==> src/rtl/lifo_stack.sv <==
// lifo_stack: parameterised last-in-first-out stack with valid/ready push and
// pop ports. Storage is a register array addressed by one stack pointer (sp),
// which also equals the number of stored entries. The top of stack is
// mem[sp-1]. It is decoded from registered state and presented on the pop port.
//
// Ports
//   clk_i         clock, all state changes on the rising edge
//   rst_i         synchronous active-high reset (empties the stack)
//   flush_i       synchronous clear, overrides push and pop
//   push_valid_i  producer offers push_data_i
//   push_data_i   word to push
//   push_ready_o  stack can accept a word (not full)
//   pop_valid_o   pop_data_o holds the top-of-stack word (not empty)
//   pop_data_o    top-of-stack word, zero when empty
//   pop_ready_i   consumer takes the top word
//   count_o       number of stored entries
//   full_o        count_o == DEPTHSTACK
//   empty_o       count_o == 0
//
// Handshake: a transfer happens on a rising edge where valid and ready are
// both high. Ready never depends on valid. All outputs depend only on
// registered state. A producer holds valid and data stable until its push
// fires. pop_data_o stays stable while pop_valid_o is high and nothing fires.

module lifo_stack #(
  parameter int SIZEDATA   = 32,
  parameter int DEPTHSTACK = 8
) (
  input  logic                              clk_i,
  input  logic                              rst_i,
  input  logic                              flush_i,
  input  logic                              push_valid_i,
  input  logic [SIZEDATA-1:0]               push_data_i,
  output logic                              push_ready_o,
  output logic                              pop_valid_o,
  output logic [SIZEDATA-1:0]               pop_data_o,
  input  logic                              pop_ready_i,
  output logic [$clog2(DEPTHSTACK+1)-1:0]   count_o,
  output logic                              full_o,
  output logic                              empty_o
);

  localparam int CW = $clog2(DEPTHSTACK + 1);
  // Address width of the storage array. sp itself needs one more value
  // (DEPTHSTACK) than any address, so addresses are truncated copies of it.
  localparam int AW = (DEPTHSTACK > 1) ? $clog2(DEPTHSTACK) : 1;

  logic [SIZEDATA-1:0] mem [DEPTHSTACK];
  logic [CW-1:0]       sp;
  logic [CW-1:0]       top_ptr;
  logic [AW-1:0]       top_addr;
  logic [AW-1:0]       wr_addr;
  logic                full;
  logic                empty;
  logic                push_fire;
  logic                pop_fire;
  logic                clear;

  assign full     = (sp == CW'(DEPTHSTACK));
  assign empty    = (sp == '0);
  assign top_ptr  = sp - CW'(1);
  // The truncation is only used when the value fits. top_addr is read only
  // when the stack is non-empty. wr_addr is written only when the stack is
  // not full.
  assign top_addr = top_ptr[AW-1:0];
  assign wr_addr  = sp[AW-1:0];

  assign clear     = rst_i || flush_i;
  assign push_fire = push_valid_i && !full;
  assign pop_fire  = pop_ready_i && !empty;

  assign push_ready_o = !full;
  assign pop_valid_o  = !empty;
  assign pop_data_o   = empty ? '0 : mem[top_addr];
  assign count_o      = sp;
  assign full_o       = full;
  assign empty_o      = empty;

  // Stack pointer: reset and flush win. A simultaneous push and pop replaces
  // the top entry, so the depth does not change.
  always_ff @(posedge clk_i) begin
    if (rst_i) begin
      sp <= '0;
    end else if (flush_i) begin
      sp <= '0;
    end else if (push_fire && !pop_fire) begin
      sp <= sp + CW'(1);
    end else if (pop_fire && !push_fire) begin
      sp <= sp - CW'(1);
    end
  end

  // Storage has no reset. A pop leaves the old word in place. It is
  // unreachable until it is overwritten.
  always_ff @(posedge clk_i) begin
    if (!clear) begin
      if (push_fire && pop_fire) begin
        mem[top_addr] <= push_data_i;
      end else if (push_fire) begin
        mem[wr_addr] <= push_data_i;
      end
    end
  end

endmodule

==> config.mk <==
export PLATFORM = sky130hd
export DESIGN_NAME = lifo_stack
export DESIGN_NICKNAME = d
export VERILOG_FILES = /design/src/rtl/lifo_stack.sv
export SDC_FILE = /design/constraint.sdc
export NUM_CORES = 1
export LEC_CHECK = 0
export CAP_MARGIN = 20
export CELL_PAD_IN_SITES_DETAIL_PLACEMENT = 0
export CELL_PAD_IN_SITES_GLOBAL_PLACEMENT = 1
export CORE_MARGIN = 5
export CORE_UTILIZATION = 45
export CTS_CLUSTER_DIAMETER = 200
export DETAILED_ROUTE_END_ITERATION = 7
export PLACE_DENSITY_LB_ADDON = 0.1
export SLEW_MARGIN = 20
export SYNTH_ARGS = -nofsm -noshare
export SYNTH_HDL_FRONTEND = slang
export SYNTH_SLANG_ARGS = --single-unit
==> constraint.sdc <==
create_clock -name clk_i -period 7.6 [get_ports clk_i]
set_input_delay 1.9 -clock clk_i [delete_from_list [all_inputs] [get_ports clk_i]]
set_output_delay 1.9 -clock clk_i [all_outputs]
set_load 0.1 [all_outputs]
======== Word-level counts from Yosys, hierarchy flattened ========
Memory sizes are Yosys's and may differ from the RTL's.
Index checks and enable logic that the tools add are counted.
storage, ports and cells
  memories kept ........................... 1
  bits in writable memories ............... 256
  memory bits (read-only) ................. 0
  bits in latches ......................... 0
  bits in registers ....................... 4
  input bits .............................. 37
memory list
  name  depth  width  read ports  clocked after Yosys merged registers in  write ports  line  source
  mem   8      32     1           0                                        1            48    logic [SIZEDATA-1:0] mem [DEPTHSTACK];
cells by class
  equal/unequal tests ..................... 1
  order comparisons ....................... 0
  multiply operators ...................... 0
  mux-type cells .......................... 13
  shift operators ......................... 0
  bitwise operators ....................... 0
  reduce and logical (&&, ||, !) cells .... 14
  div/mod/pow operators ................... 0
  add/sub/neg operators ................... 2
operator list
  operator             count
  $mux 32              2
  $reduce_or 32->1     1
  $mux 1               8
  $mux 4               2
  $logic_and 1x1->1    5
  $add 4x1->4 const B  1
  $eq 4x4->1 const B   1
  $logic_not 1->1      4
  $logic_not 4->1      1
  $sub 4x1->4 const B  1
  $mux 3               1
  $reduce_bool 2->1    1
  $reduce_or 2->1      1
  $logic_or 1x1->1     1

======== Logic depth before layout (Yosys ltp) ========
Gate-level depths: netlist of run 1.
  word-level depth ........................ 9
  gate-level depth with buffers ........... 11
  depth with buffers taken out ............ 9

======== Worst setup path before layout of run 1 ========
OpenSTA, ideal clock, no wires.
  kind .................................... register to register
  start ................................... reg sp[0] (netlist: count_o[0])
  end ..................................... mem mem[2][0], enable pin
  clock period less this slack ............ 7.415 ns
  slack ................................... 0.185 ns
  required time ........................... 7.098 ns
  library setup time ...................... 0.502 ns
  cell stages (with the launch flop) ...... 11
  arrival time ............................ 6.914 ns
  buffers on the path ..................... 2
  cells stage by stage .................... dfxtp_1 > buf_6 > buf_2 > inv_1 > ha_1 > nand3b_1 > and2_1 > ha_1 > nor3b_2 > mux2_2 > nor4_1
on the way
  word-level cells in the longest chain between the ends .. 9
  elaborated cells between the ends (all ways) .. 18
  classes of those cells .................. add/sub (1); eq/ne (1); mux (9); reduce/logical (7)
ends and longest elaborated chain
  what                                         line    source
  from (decl)                                  49      logic [CW-1:0] sp;
  from (signal assigned)                       87      sp <= sp + CW'(1);
  from (signal assigned)                       89      sp <= sp - CW'(1);
  $eq 4x4->1 (*)                               59      assign full = (sp == CW'(DEPTHSTACK));
  $logic_not 1->1 (*)                          -
  named net push_ready_o                       34      output logic push_ready_o,
  $logic_and 1x1->1 (*)                        69      assign push_fire = push_valid_i && !full;
  $mux 1 or $logic_and 1x1->1 (tied branches)  99, 97
  $mux 1                                       97      if (push_fire && pop_fire) begin
  $mux 1                                       96      if (!clear) begin
  $mux 1 (implied by the code)                 100     mem[wr_addr] <= push_data_i;
  $reduce_or 32->1 (no line)                   -
  $mux 3 (no line) or $mux 1 (tied branches)   -
  to (decl)                                    48
The timed path passes the listed nets; every way through them passes the cells marked *.

======== Worst setup path after layout of run 1 ========
  start ................................... reg sp[0] (netlist: count_o[0])
  end ..................................... out pop_data_o[10]
on the way
  word-level cells in the longest chain between the ends .. 3
  elaborated cells between the ends (all ways) .. 4
  classes of those cells .................. add/sub (1); mux (1); reduce/logical (1); memory (1)
ends and longest elaborated chain
  what          line  source
  $sub 4x1->4   -
  $mem_v2 8x32  -
  $mux 32 (*)   74    assign pop_data_o = empty ? '0 : mem[top_addr];
  to (decl)     36    output logic [SIZEDATA-1:0] pop_data_o,
Every way passes the cells marked *; elsewhere a longest branch is shown, timed or not.

==> results of run 1 <==
final timing paths:
path / start / to / slack, ns / cells after the start
max: count_o[0]$_SDFFE_PP0P_ / pop_data_o[10] / 1.13 / 6
min: count_o[3]$_SDFFE_PP0P_ / count_o[3]$_SDFFE_PP0P_ / 0.51 / 2
max reg2reg: count_o[0]$_SDFFE_PP0P_ / mem[5][17]$_DFFE_PP_ / 3.37 / 9
min reg2reg: count_o[3]$_SDFFE_PP0P_ / count_o[3]$_SDFFE_PP0P_ / 0.51 / 2
cells in the mapped netlist, types with 3 or more instances:
master    instances  share of area
a211oi_1          4         0.0030
a22o_1           32          0.028
buf_12            3         0.0059
buf_2            12         0.0059
buf_6             3         0.0033
dfxtp_1           4         0.0079
edfxtp_1        256           0.76
ha_1              5         0.0062
inv_1             6         0.0022
mux2i_1           4         0.0039
mux4_1           24          0.062
mux4_2           40          0.089
nor2_1            3         0.0011
nor4_1            4         0.0025
o21ai_1           3         0.0015
or3_1             4         0.0025
power groups by stage:
stage               Clock (mW)  Sequential, mW  Combinational (mW)
global route              1.25            1.63               0.928
CTS                       1.19            1.63               0.900
finish                    1.16            1.63               0.887
detailed placement           0            1.66               0.898
global placement             0            1.66               0.893
floorplan                    0            1.66               0.662
metal layers:
layer / track usage / share of wire / vias up
met2: 0.263 / 0.49 / 94
met5: 0 / 0 / -
met4: 0.0403 / 0.018 / 0
met1: 0.222 / 0.45 / 2540
met3: 0.0253 / 0.038 / 27
li1: - / - / 2088
logic make-up after synthesis:
logic type / after synthesis / share of synthesized area
buffers and inverters: 28 / 0.0200
AOI/OAI and AO/OA: 44 / 0.0348
adders and majority gates: 5 / 0.00616
muxes: 69 / 0.156
DFF: 260 / 0.765
and+or+nand+nor: 25 / 0.0153
xor gates and xnor gates: 3 / 0.00259
registers in the layout, indices dropped and copies added (netlist names):
signal	count
count_o	4
mem	256
stage by stage:
step           utilization  power (mW)  cell area [µm²]  hold WS, ns
2_1_floorplan            -        2.33            10100        0.902
3_3_place_gp         0.504        2.55            11300        0.493
3_5_place_dp         0.504        2.56            11300        0.506
4_1_cts              0.539        3.71            12100        0.515
5_1_grt              0.539        3.81            12100        0.541
6_report             0.539        3.67            12100        0.505
worst register-to-register path: cells and delay by family, from the launching register on:
kind | cells | cell delay [ns]
buf+inv | 2 | 0.58
fa+ha+maj | 2 | 0.52
simple gates | 3 | 0.86
flops | 1 | 0.73
compound gates | 2 | 1.22
final cells by class:
| class | instances | area (µm²) | share of cell area |
|---|---|---|---|
| timing repair buffer | 93 | 888 | 0.0735 |
| tap | 285 | 357 | 0.0295 |
| inverter | 6 | 22.5 | 0.00186 |
| clock buffer | 40 | 744 | 0.0616 |
| sequential | 260 | 7770 | 0.643 |
| clock inverter | 7 | 28.8 | 0.00238 |
| multi-input combinational | 146 | 2280 | 0.188 |
==> results.yml, run 1 <==
power:
  clockPowerShare: 0.315
  pwr-share-comb: 0.242
  netSwitchingPower_mw: 1.13
  ir_worst_vdd_uv: 183
  internal_power_mw: 2.54
  powerDensity_nw_per_um2: 304
  power.leakage_nw: 3.80
  seqPwrFrac: 0.443
  switching_share: 0.307
clocking:
  cts_resized: 0
  clk_pin_slew_ns: 0.06
  cts_buffers: 26
  hold_buffers: 0
  cts_setup_buffers: 0
  max-clock-path-buffers: 3
  worstSkewPairLatency_ns: 0.52
  cts_tree: "yes"
  clockRootBuffer: "clkbuf_16"
  cts.htree.levels: 1
  numClockSinks: 260
setup_path:
  crit_arrival_ns: 4.57
  cpPeakStageDelay_ns: 1.08
  crit_type: "reg -> out"
  path_buf_inv: 3
  cp.required_ns: 5.70
  cp_slowest_cell: "ha_2"
  crit_chain: "inv_1 > ha_2 > buf_4 > mux4_2 > a22o_1 > clkdlybuf4s50_1"
  path_max_fanout: 42
  startpoint_type: "flop"
  crit_family: "buffers and inverters"
  endpoint_kind: "output port"
sta:
  rsz0062_at_grt: "false"
  hold_viol: 0
  period_needed_ns: 6.47
  period_share: 0.851
  tightest_slew_ns: 1.09
  finalWorstSetupSlack_ns: 1.13
  finalClockSkew_ns: 0.0139
  final-max-slew-violation-count: 0
  fmax_mhz: 155
  relSlewSlack: 0.275
  setup_tns_ns: 0
  setup_viol: 0
routing:
  first_pass_iters: 4
  vias: 4749
  drc_errors: 0
  via_per_inst: 5.67
  drt-total-wl_mm: 20.1
  drt-initial-drc-count: 192
  wl_per_cell_um: 24.0
  antenna_left: 0
synth:
  synth_flop_cell: "edfxtp_1"
  syn-cell-area_um2: 10100
  ys_seq_area_frac: 0.765
  synth_edf_count: 256
  syn-num-nets: 476
  postSynthCellCount: 434
  synth_cell_types: 37
  async_reset_ff_frac: 0
  ys_ff_latch: 260
  avgSynthCellArea_um2: 23.4
  ys_warn_count: 0
floorplanning:
  dieArea_um2: 25700
  core_area_um2: 22400
  die_w_um: 160
  design.portCount: 77
  start_util: 0.452
  die_h_um: 160
  rows: 55
placed_design:
  portBuffers: 76
  gp_congestion: 0.683
  place.detailed.instances: 790
  dp_slack_ns: 1.55
  hpwlAfterDp_mm: 11.3
grt:
  overflow: 0
  track_usage: 0.158
  grt_first_pass_wirelength_mm: 31.1
  grt_pass1_vias: 5189
  grt_max_degree: 43
  antenna_found_initial: 0
status:
  status: "completed"
worst_hold_path:
  hold_class: "reg -> reg"
finish:
  drive_gt1_frac: 0.187
  final_cell_mix: "edfxtp_1, clkdlybuf4s50_1, mux4_2"
  antennaDiodeCount: 0
  syn_to_final_growth_pct: 19.1
  finalNonFillerCells: 837
  nets: 575
  layout_commonest_cell: "edfxtp_1"
  fillers: 1754
run:
  maxCapViolCount: 0
No activity file was read; power rests on OpenSTA's default activity.
==> run 2, diff against run 1 <==
CAP_MARGIN = 0   (was 20)
==> results of run 2 <==
The final DEF is identical to that of run 1; final timing and power are the same.
